File: src/rtl/load_store_unit_pkg.sv
`default_nettype none
// ============================================================================
// Module      : codes (package)
// Description : Shared types for the load/store unit: the core memory opcodes,
//               access sizes, the LSU state encoding and the default bus
//               timeout, plus small opcode decode helpers.
// Revision    : 1.0 - initial release
// ============================================================================
package codes;

   // Memory opcodes, encoded as the primary opcode field of the core ISA.
   typedef enum logic [5:0] {
      OP_LB  = 6'h20,
      OP_LH  = 6'h21,
      OP_LW  = 6'h23,
      OP_LBU = 6'h24,
      OP_LHU = 6'h25,
      OP_SB  = 6'h28,
      OP_SH  = 6'h29,
      OP_SW  = 6'h2B
   } opcode_t;

   // SZ_NONE marks an opcode the unit does not support.
   typedef enum logic [1:0] {
      SZ_BYTE = 2'd0,
      SZ_HALF = 2'd1,
      SZ_WORD = 2'd2,
      SZ_NONE = 2'd3
   } size_t;

   typedef enum logic [1:0] {
      IDLE = 2'd0,
      BUS  = 2'd1,
      RESP = 2'd2
   } lsu_state_t;

   localparam int unsigned BUS_TIMEOUT_DEFAULT = 255;

   function automatic size_t op_size(input opcode_t op);
      size_t sz;
      case (op)
         OP_LB, OP_LBU, OP_SB: sz = SZ_BYTE;
         OP_LH, OP_LHU, OP_SH: sz = SZ_HALF;
         OP_LW, OP_SW:         sz = SZ_WORD;
         default:              sz = SZ_NONE;
      endcase
      return sz;
   endfunction

   function automatic logic op_is_load(input opcode_t op);
      return (op == OP_LB) || (op == OP_LBU) || (op == OP_LH) ||
             (op == OP_LHU) || (op == OP_LW);
   endfunction

   function automatic logic op_is_store(input opcode_t op);
      return (op == OP_SB) || (op == OP_SH) || (op == OP_SW);
   endfunction

   function automatic logic misaligned(input size_t sz, input logic [1:0] off);
      logic bad;
      case (sz)
         SZ_HALF: bad = off[0];
         SZ_WORD: bad = |off;
         default: bad = 1'b0;
      endcase
      return bad;
   endfunction

endpackage
`default_nettype wire

File: src/rtl/lsu_load_format.sv
`default_nettype none
// ============================================================================
// Module      : lsu_load_format
// Description : Combinational load result formatting. Selects the big-endian
//               byte/half lane addressed by the low address bits and sign- or
//               zero-extends it; words pass through. Non-loads give zero.
// Ports       : op_i       - registered opcode of the transaction
//               offset_i   - byte offset within the word (addr[1:0])
//               readdata_i - word captured from the bus
//               data_o     - formatted 32-bit load result
// Revision    : 1.0 - initial release
// ============================================================================
module lsu_load_format
   import codes::*;
(
   input  opcode_t     op_i,
   input  logic [1:0]  offset_i,
   input  logic [31:0] readdata_i,
   output logic [31:0] data_o
);

   logic [7:0]  w_byte;
   logic [15:0] w_half;

   // Offset 0 is the most significant lane.
   always_comb begin
      w_byte = 8'h00;
      case (offset_i)
         2'd0:    w_byte = readdata_i[31:24];
         2'd1:    w_byte = readdata_i[23:16];
         2'd2:    w_byte = readdata_i[15:8];
         default: w_byte = readdata_i[7:0];
      endcase
   end

   assign w_half = offset_i[1] ? readdata_i[15:0] : readdata_i[31:16];

   always_comb begin
      data_o = 32'h0;
      case (op_i)
         OP_LB:   data_o = {{24{w_byte[7]}}, w_byte};
         OP_LBU:  data_o = {24'h0, w_byte};
         OP_LH:   data_o = {{16{w_half[15]}}, w_half};
         OP_LHU:  data_o = {16'h0, w_half};
         OP_LW:   data_o = readdata_i;
         default: data_o = 32'h0;
      endcase
   end

endmodule
`default_nettype wire

File: src/rtl/load_store_unit.sv
`default_nettype none
// ============================================================================
// Module      : load_store_unit
// Description : Single-outstanding load/store unit bridging core memory
//               requests to a big-endian Avalon-MM master, with alignment
//               checking and an optional waitrequest timeout.
// Ports       : clk, reset_ni (sync, active-low)
//               req_valid_i/req_ready_o, op_i, addr_i, store_data_i - request
//               done_o, load_data_o, addr_error_o, bus_error_o      - response
//               avm_*                                                - Avalon-MM
// Revision    : 1.0 - initial release
// ============================================================================
module load_store_unit
   import codes::*;
#(
   parameter int unsigned BUS_TIMEOUT = BUS_TIMEOUT_DEFAULT
)
(
   input  logic        clk,
   input  logic        reset_ni,
   input  logic        req_valid_i,
   output logic        req_ready_o,
   input  opcode_t     op_i,
   input  logic [31:0] addr_i,
   input  logic [31:0] store_data_i,
   output logic        done_o,
   output logic [31:0] load_data_o,
   output logic        addr_error_o,
   output logic        bus_error_o,
   output logic [31:0] avm_address_o,
   output logic        avm_read_o,
   output logic        avm_write_o,
   output logic [31:0] avm_writedata_o,
   output logic [3:0]  avm_byteenable_o,
   input  logic        avm_waitrequest_i,
   input  logic [31:0] avm_readdata_i
);

   localparam int unsigned c_cnt_w = (BUS_TIMEOUT > 1) ? $clog2(BUS_TIMEOUT + 1) : 1;
   // Value of the stall counter on the stall that exhausts the budget.
   localparam logic [c_cnt_w-1:0] c_last_stall = c_cnt_w'(BUS_TIMEOUT - 1);

   lsu_state_t         r_state;
   lsu_state_t         w_state_next;
   opcode_t            r_op;
   logic [31:0]        r_addr;
   logic [31:0]        r_wdata;
   logic [3:0]         r_be;
   logic               r_read;
   logic               r_write;
   logic [31:0]        r_rdata;
   logic               r_addr_err;
   logic               r_bus_err;
   logic [c_cnt_w-1:0] r_count;

   logic               w_accept;
   logic               w_bus_done;
   logic               w_timeout;
   size_t              w_req_size;
   logic               w_req_bad;
   logic [31:0]        w_req_wdata;
   logic [3:0]         w_req_be;
   logic [31:0]        w_fmt_data;

   // ---------------------------------------------------------------- request
   assign w_req_size = op_size(op_i);
   assign w_req_bad  = (w_req_size == SZ_NONE) || misaligned(w_req_size, addr_i[1:0]);

   always_comb begin
      w_req_wdata = store_data_i;
      w_req_be    = 4'b0000;
      case (w_req_size)
         SZ_BYTE: begin
            w_req_wdata = {4{store_data_i[7:0]}};
            w_req_be    = 4'b1000 >> addr_i[1:0];
         end
         SZ_HALF: begin
            w_req_wdata = {2{store_data_i[15:0]}};
            w_req_be    = addr_i[1] ? 4'b0011 : 4'b1100;
         end
         SZ_WORD: begin
            w_req_wdata = store_data_i;
            w_req_be    = 4'b1111;
         end
         default: begin
            w_req_wdata = store_data_i;
            w_req_be    = 4'b0000;
         end
      endcase
   end

   // -------------------------------------------------------------------- FSM
   always_ff @(posedge clk) begin
      if (!reset_ni) begin
         r_state <= IDLE;
      end else begin
         r_state <= w_state_next;
      end
   end

   always_comb begin
      w_state_next = r_state;
      w_accept     = 1'b0;
      w_bus_done   = 1'b0;
      w_timeout    = 1'b0;
      case (r_state)
         IDLE: begin
            if (req_valid_i) begin
               w_accept     = 1'b1;
               w_state_next = w_req_bad ? RESP : BUS;
            end
         end
         BUS: begin
            if (!avm_waitrequest_i) begin
               w_bus_done   = 1'b1;
               w_state_next = RESP;
            end else if ((BUS_TIMEOUT != 0) && (r_count == c_last_stall)) begin
               w_timeout    = 1'b1;
               w_state_next = RESP;
            end
         end
         RESP: begin
            w_state_next = IDLE;
         end
         default: begin
            w_state_next = IDLE;
         end
      endcase
   end

   // --------------------------------------------------------------- datapath
   // Bus-side registers only change on accept or when the bus phase ends, so
   // the Avalon outputs stay stable across waitrequest stalls.
   always_ff @(posedge clk) begin
      if (!reset_ni) begin
         r_op       <= OP_LW;
         r_addr     <= 32'h0;
         r_wdata    <= 32'h0;
         r_be       <= 4'b0000;
         r_read     <= 1'b0;
         r_write    <= 1'b0;
         r_rdata    <= 32'h0;
         r_addr_err <= 1'b0;
         r_bus_err  <= 1'b0;
         r_count    <= '0;
      end else begin
         if (w_accept) begin
            r_op       <= op_i;
            r_addr     <= addr_i;
            r_wdata    <= w_req_wdata;
            r_be       <= w_req_be;
            r_read     <= !w_req_bad && op_is_load(op_i);
            r_write    <= !w_req_bad && op_is_store(op_i);
            r_rdata    <= 32'h0;
            r_addr_err <= w_req_bad;
            r_bus_err  <= 1'b0;
            r_count    <= '0;
         end
         if (r_state == BUS) begin
            if (avm_waitrequest_i) begin
               r_count <= r_count + 1'b1;
            end
            if (w_bus_done && r_read) begin
               r_rdata <= avm_readdata_i;
            end
            if (w_bus_done || w_timeout) begin
               r_read  <= 1'b0;
               r_write <= 1'b0;
            end
            if (w_timeout) begin
               r_bus_err <= 1'b1;
            end
         end
      end
   end

   lsu_load_format u_load_format (
      .op_i       (r_op),
      .offset_i   (r_addr[1:0]),
      .readdata_i (r_rdata),
      .data_o     (w_fmt_data)
   );

   // ---------------------------------------------------------------- outputs
   assign req_ready_o      = (r_state == IDLE);
   assign done_o           = (r_state == RESP);
   assign addr_error_o     = done_o && r_addr_err;
   assign bus_error_o      = done_o && r_bus_err;
   assign load_data_o      = (done_o && !r_addr_err && !r_bus_err) ? w_fmt_data : 32'h0;
   assign avm_address_o    = {r_addr[31:2], 2'b00};
   assign avm_read_o       = r_read;
   assign avm_write_o      = r_write;
   assign avm_writedata_o  = r_wdata;
   assign avm_byteenable_o = r_be;

endmodule
`default_nettype wire

File: config.mk
export PLATFORM = sky130hd
export DESIGN_NAME = load_store_unit
export DESIGN_NICKNAME = d
export VERILOG_FILES = /design/src/rtl/load_store_unit_pkg.sv /design/src/rtl/lsu_load_format.sv /design/src/rtl/load_store_unit.sv
export SDC_FILE = /design/constraint.sdc
export NUM_CORES = 1
export LEC_CHECK = 0
export BUFFER_PORTS_ARGS = -buffer_cell sky130_fd_sc_hd__buf_2
export CAP_MARGIN = 10
export CORE_ASPECT_RATIO = 1.1
export CORE_MARGIN = 2
export CORE_UTILIZATION = 50
export DETAILED_ROUTE_END_ITERATION = 10
export GPL_TIMING_DRIVEN = 0
export PLACE_DENSITY = 0.78
export RECOVER_POWER = 25
export SETUP_SLACK_MARGIN = 0.3
export SLEW_MARGIN = 5
export SYNTH_ARGS = -nofsm -noshare
export SYNTH_HDL_FRONTEND = slang
export SYNTH_SLANG_ARGS = --single-unit
File: constraint.sdc
create_clock -name clk -period 2.25 [get_ports clk]
set_input_delay 0.225 -clock clk [delete_from_list [all_inputs] [get_ports clk]]
set_output_delay 0.225 -clock clk [all_outputs]
set_load 0.01 [all_outputs]
==> metrics.csv, run 1 <==
stage,metric,value,unit
status,status,"complete, but fails checks",
status,failing checks,setup timing,
placement,PortBufs,209,
pwr,Sw Ratio,26.27,%
hold_path,Hold Path Class,in -> reg,
route,final WL,18470,um
clock_tree,CTS sink cnt,120,
sta,Max Slew Vio Count,0,
floorplan,die width,106.7,um
critical_path,CP bufs+invs,2,
synthesis,Yosys warnings,0,
clock_tree,CTS tree,yes,
global_route,GRT overflow,0,
clock_tree,CTS Buf Count,17,
sta,unrepaired setup endpoints after global routing,yes,
floorplan,Die Height,117.0,um
route,ANT nets after route,0,
pwr,peak supply drop,0.0005323,V
sta,setup slack after layout,-0.3571,ns
clock_tree,H-tree depth,4,
floorplan,Cell Rows,41,
finish,Final Cell Area,8149,um^2
synthesis,synthesized flop and latch total,120,
floorplan,starting density of the core,50.94,%
synthesis,prevailing post-synth register cell,dfxtp_1,
critical_path,crit-path max cell delay,0.55,ns
finish,Layout area overhead,40.46,%
floorplan,io pins,212,
synthesis,Netlist cell types,60,
critical_path,"Arr. time, crit path",2.38,ns
critical_path,Critical Path Sink Type,output pin,
critical_path,Slowest cell on crit path,or4b_4,
synthesis,top-count cell post-synth,nand2_1,
synthesis,Mean Syn Cell Area,8.312,um^2
synthesis,biggest area consumer among synthesized cells,dfxtp_1,
placement,GPL Wtd Cong,0.9378,
sta,Max Freq,383.6,MHz
synthesis,"EDFF count, synth",0,
global_route,first-pass GRT wire length,27800,um
synthesis,post-synth top area share,41.41,%
route,first-iteration detailed-routing DRC count,409,
synthesis,register area share after synthesis,41.41,%
clock_tree,Worst-path clk slew,0.05,ns
route,Pre-antenna DRT Iters,5,
route,vias after detailed routing,6190,
route,Residual DRC,0,
route,wire per inst,16.73,um
pwr,combinational power share,17.9,%
sta,worst-case clock skew,0.003751,ns
synthesis,"FFs w/ async S/R, synth",0,%
sta,Tmin final,2.607,ns
synthesis,Synth top cells by count,"133 x nand2_1, 120 x dfxtp_1, 70 x a21oi_1",
clock_tree,cts-stage hold buffer count,0,
critical_path,crit path cell chain,"or4b_4, or3_4, nor3_4, buf_6, a221o_1, buf_2",
critical_path,family with the most delay on the worst path,simple AND/OR/NAND/NOR gates,
sta,Worst-Margin Slew,0.6387,ns
sta,Final Hold Viols,0,
finish,layout cells sized above 1,35.78,%
global_route,vias in the first global route,5715,
sta,setup_tns,-8.249,ns
sta,relative slew slack,57.42,%
finish,Fillers,934,
critical_path,critical path class,reg -> out,
global_route,largest net degree at the start of global routing,17,
finish,NumNets Final,1052,
placement,Area after DPL,7063,um^2
clock_tree,latest clock arrival within the worst-skew pair,0.40,ns
global_route,initial antenna violation count,1,
clock_tree,clk buf depth,2,
synthesis,Mapped Cells,698,
job,Max-Cap Viols,0,
synthesis,main area contributors after synthesis,"dfxtp_1 41%, nand2_1 8.6%, a21oi_1 6.0%",
sta,Tcrit/Tclk final,115.9,%
pwr,PD cells,770.0,nW/um^2
pwr,Leak Pwr,3.510,nW
critical_path,Critical Path Fanout Max,5,
critical_path,WP data required,2.03,ns
pwr,P_int,4.626,mW
synthesis,area of the mapped netlist,5802,um^2
clock_tree,Root Buffer,clkbuf_16,
placement,Place WS,-0.3107,ns
floorplan,core area,11390,um^2
pwr,Clock Power Share,44.9,%
sta,Final setup viols,32,
critical_path,critical path startpoint category,register,
pwr,Psw,1.648,mW
pwr,Seq pwr share,37.1,%
global_route,GRT Util Overall,28.10,%
placement,hpwl dp,12970,um
floorplan,die area,12480,um^2
route,DR vias/cell,5.607,
timing repair:
| item | in CTS | in global routing |
|---|---|---|
| buffers inserted | 6 | 7 |
| gates resized for setup | 57 | 87 |
| cloned | 1 | 0 |
| setup endpoints to repair | 134 | 112 |
| pin swaps | 8 | 7 |
metrics by stage:
step | total power, mW | cells | util (%) | hold slack, ns
6_report | 6.275 | 1104 | 71.56 | 0.04046
3_5_place_dp | 3.335 | 1058 | 62.02 | 0.4469
2_1_floorplan | 2.961 | 699 | - | 0.3389
3_3_place_gp | 3.323 | 1058 | 62.02 | 0.4404
5_1_grt | 6.513 | 1103 | 71.53 | 0.04321
4_1_cts | 6.216 | 1096 | 69.28 | 0.03307
kinds of logic after synthesis:
logic type | count (synthesis) | share of synthesized area [%]
flip-flops | 120 | 41.41
buffers and inverters | 99 | 8.626
other | 1 | 0.06463
multiplexers | 29 | 6.276
adder cells (fa/ha/maj) | 5 | 1.078
AND/OR/NAND/NOR | 253 | 19.95
XOR/XNOR | 1 | 0.1510
AO/OA/AOI/OAI | 190 | 22.45
sequential cells by signal, indices dropped and copies added (netlist names), 2 cells and up:
signal            cells
avm_byteenable_o      4
avm_writedata_o      32
r_addr               32
r_count               8
r_op                  6
r_rdata              32
r_state               2
worst paths after layout:
path / from / end / slack, ns / cells past startpoint
max reg2reg: r_state[1]$_SDFFE_PN0P_ / avm_byteenable_o[3]$_SDFFE_PN0P_ / 0.28 / 6
max: r_addr_err$_SDFFE_PN0P_ / load_data_o[5] / -0.36 / 6
min reg2reg: r_addr[4]$_SDFFE_PN0P_ / r_addr[4]$_SDFFE_PN0P_ / 0.45 / 2
min: store_data_i[29] / avm_writedata_o[29]$_SDFFE_PN0P_ / 0.04 / 2
cell usage in the layout (no fill, tap or decap), drive strengths merged, types with 5 or more instances in the layout:
cell and count:
and3b 6, a22oi 33, mux2 9, a221o 28
clkbuf 111, ha 5, inv 11, o21ai 22
dfxtp 120, nor2 53, a21oi 70, mux2i 15
nand2 133, nor3 6, buf 222, mux4 5
a2111oi 8, nand3 16
per-layer routing:
| layer | global-route usage (%) | part of all wire, % | vias up |
|---|---|---|---|
| met5 | 0 | 0.070 | - |
| met4 | 10.04 | 2.4 | 2 |
| met3 | 7.475 | 8.3 | 47 |
| met2 | 49.21 | 51 | 298 |
| met1 | 33.45 | 39 | 2887 |
| li1 | - | - | 2956 |
power groups by stage:
| stage | Combinational (mW) | Sequential (mW) | Clock, mW |
|---|---|---|---|
| 2_1_floorplan | 0.576 | 2.38 | 0 |
| 3_3_place_gp | 0.958 | 2.36 | 0 |
| 3_5_place_dp | 0.968 | 2.37 | 0 |
| 4_1_cts | 1.05 | 2.32 | 2.84 |
| 5_1_grt | 1.23 | 2.34 | 2.95 |
| 6_report | 1.13 | 2.33 | 2.82 |
cell type report:
class | count | area [um^2] | share of cell area (%)
multi-input combinational | 480 | 3224 | 39.57
sequential | 120 | 2407 | 29.54
timing repair buffer | 223 | 1115 | 13.68
buffer | 88 | 559.3 | 6.863
clock buffer | 22 | 464.2 | 5.696
tap | 150 | 187.7 | 2.303
clock inverter | 9 | 147.6 | 1.812
inverter | 11 | 41.29 | 0.5067
antenna | 1 | 2.502 | 0.03071
(Power assumes the default switching activity.)
==> run 2: changes to the inputs <==
SKIP_LAST_GASP = 1   (was unset)
==> run 2 against run 1 <==
Compared with the run above:
- the flow still finishes with violations (setup timing)
- total power decreased by 0.27%
- sequential power about the same
- critical path depth increased by 2
- non-clock buffer count unchanged
- first-iteration DRC count increased by 0.73%
- global-route usage decreased by 0.13 points
- sequential share of layout area increased by 0.19 points
- clock power about the same
- sequential cell count unchanged
- setup slack got worse by 0.0080 ns
- maximum frequency decreased by 0.31%
- largest cell class unchanged
- highest routed layer unchanged
==> metrics.csv, run 2 (same netlist as run 1, synthesis figures left out) <==
stage,metric,value,unit,change
critical_path,WP data required,2.03,ns,about the same
hold_path,Hold Path Class,in -> reg,,
critical_path,critical path class,reg -> out,,
floorplan,Cell Rows,41,,unchanged
sta,Max Slew Vio Count,0,,unchanged
route,Pre-antenna DRT Iters,5,,unchanged
sta,worst-case clock skew,0.002862,ns,-0.0008888 ns
floorplan,Die Height,117.0,um,unchanged
hold_path,hold_sp,store_data_i[29],,
finish,Layout area overhead,39.51,%,
placement,placed instance count,1058,,unchanged
route,wire per inst,16.74,um,about the same
finish,NumNets Final,1052,,unchanged
job,Max-Cap Viols,0,,unchanged
finish,Fillers,952,,+1.9%
sta,relative slew slack,57.42,%,about the same
critical_path,"Arr. time, crit path",2.39,ns,about the same
sta,Max Freq,382.4,MHz,-0.31%
pwr,Leak Pwr,3.499,nW,-0.32%
finish,Final Cell Area,8094,um^2,-0.68%
hold_path,hold depth,2,,unchanged
route,ANT nets after route,0,,unchanged
finish,layout cells sized above 1,34.52,%,-1.3 points
sta,setup slack after layout,-0.3651,ns,-0.007986 ns
clock_tree,Worst-path clk slew,0.05,ns,about the same
floorplan,io pins,212,,unchanged
route,final WL,18470,um,about the same
placement,Area after DPL,7063,um^2,unchanged
global_route,vias in the first global route,5688,,-0.47%
pwr,"Power, Total",6.258,mW,-0.27%
global_route,largest net degree at the start of global routing,17,,unchanged
placement,GPL Wtd Cong,0.9378,,unchanged
global_route,GRT overflow,0,,unchanged
pwr,PD cells,773.1,nW/um^2,+0.41%
clock_tree,CTS Buf Count,17,,unchanged
hold_path,Min-Delay Endpoint,avm_writedata_o[29]$_SDFFE_PN0P_,,
critical_path,Critical R2R Launch,r_state[1]$_SDFFE_PN0P_,,
sta,unrepaired setup endpoints after global routing,yes,,
sta,Tmin final,2.615,ns,+0.007986 ns
global_route,first-pass GRT wire length,27680,um,-0.45%
critical_path,crit path from,r_addr_err$_SDFFE_PN0P_,,
status,status,"complete, but fails checks",,
finish,"Core Util, Final",71.07,%,-0.48 points
clock_tree,latest clock arrival within the worst-skew pair,0.41,ns,about the same
route,Residual DRC,0,,unchanged
floorplan,die area,12480,um^2,unchanged
placement,hpwl dp,12970,um,unchanged
finish,ant diodes,0,,-1
clock_tree,CTS tree,yes,,
finish,"commonest cells after routing, fill and taps aside","165 x buf_2, 132 x nand2_1, 117 x dfxtp_1",,
placement,Place WS,-0.3107,ns,unchanged
global_route,GRT Util Overall,27.96,%,-0.13 points
sta,Final Hold Viols,0,,unchanged
critical_path,critical path startpoint category,register,,
status,failing checks,setup timing,,
finish,Non-Filler Instances,1103,,-0.091%
critical_path,Critical Path Fanout Max,8,,+3
finish,"commonest non-fill, non-tap cell in the layout",buf_2,,
pwr,peak supply drop,0.0005303,V,-0.38%
route,first-iteration detailed-routing DRC count,412,,+0.73%
critical_path,"setup slack, reg-to-reg",0.36,ns,+0.08 ns
global_route,initial antenna violation count,1,,unchanged
clock_tree,H-tree depth,4,,unchanged
clock_tree,clk buf depth,2,,unchanged
critical_path,Critical Path Sink Type,output pin,,
placement,PortBufs,209,,unchanged
floorplan,core area,11390,um^2,unchanged
sta,Tcrit/Tclk final,116.2,%,+0.35 points
clock_tree,CTS sink cnt,120,,unchanged
clock_tree,Root Buffer,clkbuf_16,,
route,vias after detailed routing,6221,,+0.50%
floorplan,die width,106.7,um,unchanged
route,DR vias/cell,5.640,,+0.59%
sta,Final setup viols,32,,unchanged
critical_path,cells on worst reg2reg path,6,,unchanged
clock_tree,cts-stage hold buffer count,0,,unchanged
sta,Worst-Margin Slew,0.6387,ns,-0.00008184 ns
floorplan,starting density of the core,50.94,%,unchanged
critical_path,capturing point of the worst reg2reg path,avm_byteenable_o[2]$_SDFFE_PN0P_,,
## run 2: repair_timing
item,4_1_cts,5_1_grt
setup endpoints to repair,134,135
cloned,1,0
pin swaps,7,7
setup buffers,6,7
resized for setup,44,84
## run 2: layer usage
metal | GRT usage, % | up-vias | wire [um]
met5 | 0 | - | 13
li1 | - | 2961 | -
met1 | 33.37 | 2898 | 7122
met3 | 7.254 | 43 | 1481
met2 | 49.30 | 317 | 9392
met4 | 9.437 | 2 | 455
## run 2: layout make-up
class | count | area [um^2] | area share (%)
sequential | 120 | 2406 | 29.73
timing repair buffer | 223 | 1099 | 13.57
tap | 150 | 187.7 | 2.319
inverter | 11 | 41.29 | 0.5101
clock inverter | 9 | 147.6 | 1.824
clock buffer | 22 | 464.2 | 5.735
buffer | 88 | 551.8 | 6.817
multi-input combinational | 480 | 3197 | 39.50
## run 2: per-stage QoR
stage | hold WS (ns) | TNS [ns]
after floorplan | 0.3389 | 0
after CTS | 0.03307 | -8.571
after global placement | 0.4404 | -3.259
after detailed placement | 0.4469 | -4.634
final | 0.03906 | -8.784
after global routing | 0.04510 | -11.13
## run 2: critical path: stages (launching register included)
cell     delay (ns)
dfxtp_2        0.32
or4b_4         0.55
buf_4          0.15
buf_6          0.12
nor3_4         0.21
and4_4         0.25
buf_8          0.12
a221o_1        0.13
buf_2          0.13
## run 2: worst max-delay path by stage
stage	cells after the start	endpoint	slack (ns)
final	8	load_data_o[12]	-0.37
after detailed placement	9	avm_writedata_o[8]$_SDFFE_PN0P_	-0.31
after global placement	9	avm_writedata_o[8]$_SDFFE_PN0P_	-0.23
after floorplan	4	load_data_o[10]	0.26
after CTS	5	load_data_o[12]	-0.35
after global routing	6	load_data_o[13]	-0.44
## run 2: power by group
group | internal, mW | leakage (nW) | switching (mW) | total (mW)
Combinational | 0.459 | 2.22 | 0.648 | 1.11
Sequential | 2.26 | 0.979 | 0.0722 | 2.33
Clock | 1.90 | 0.300 | 0.925 | 2.82
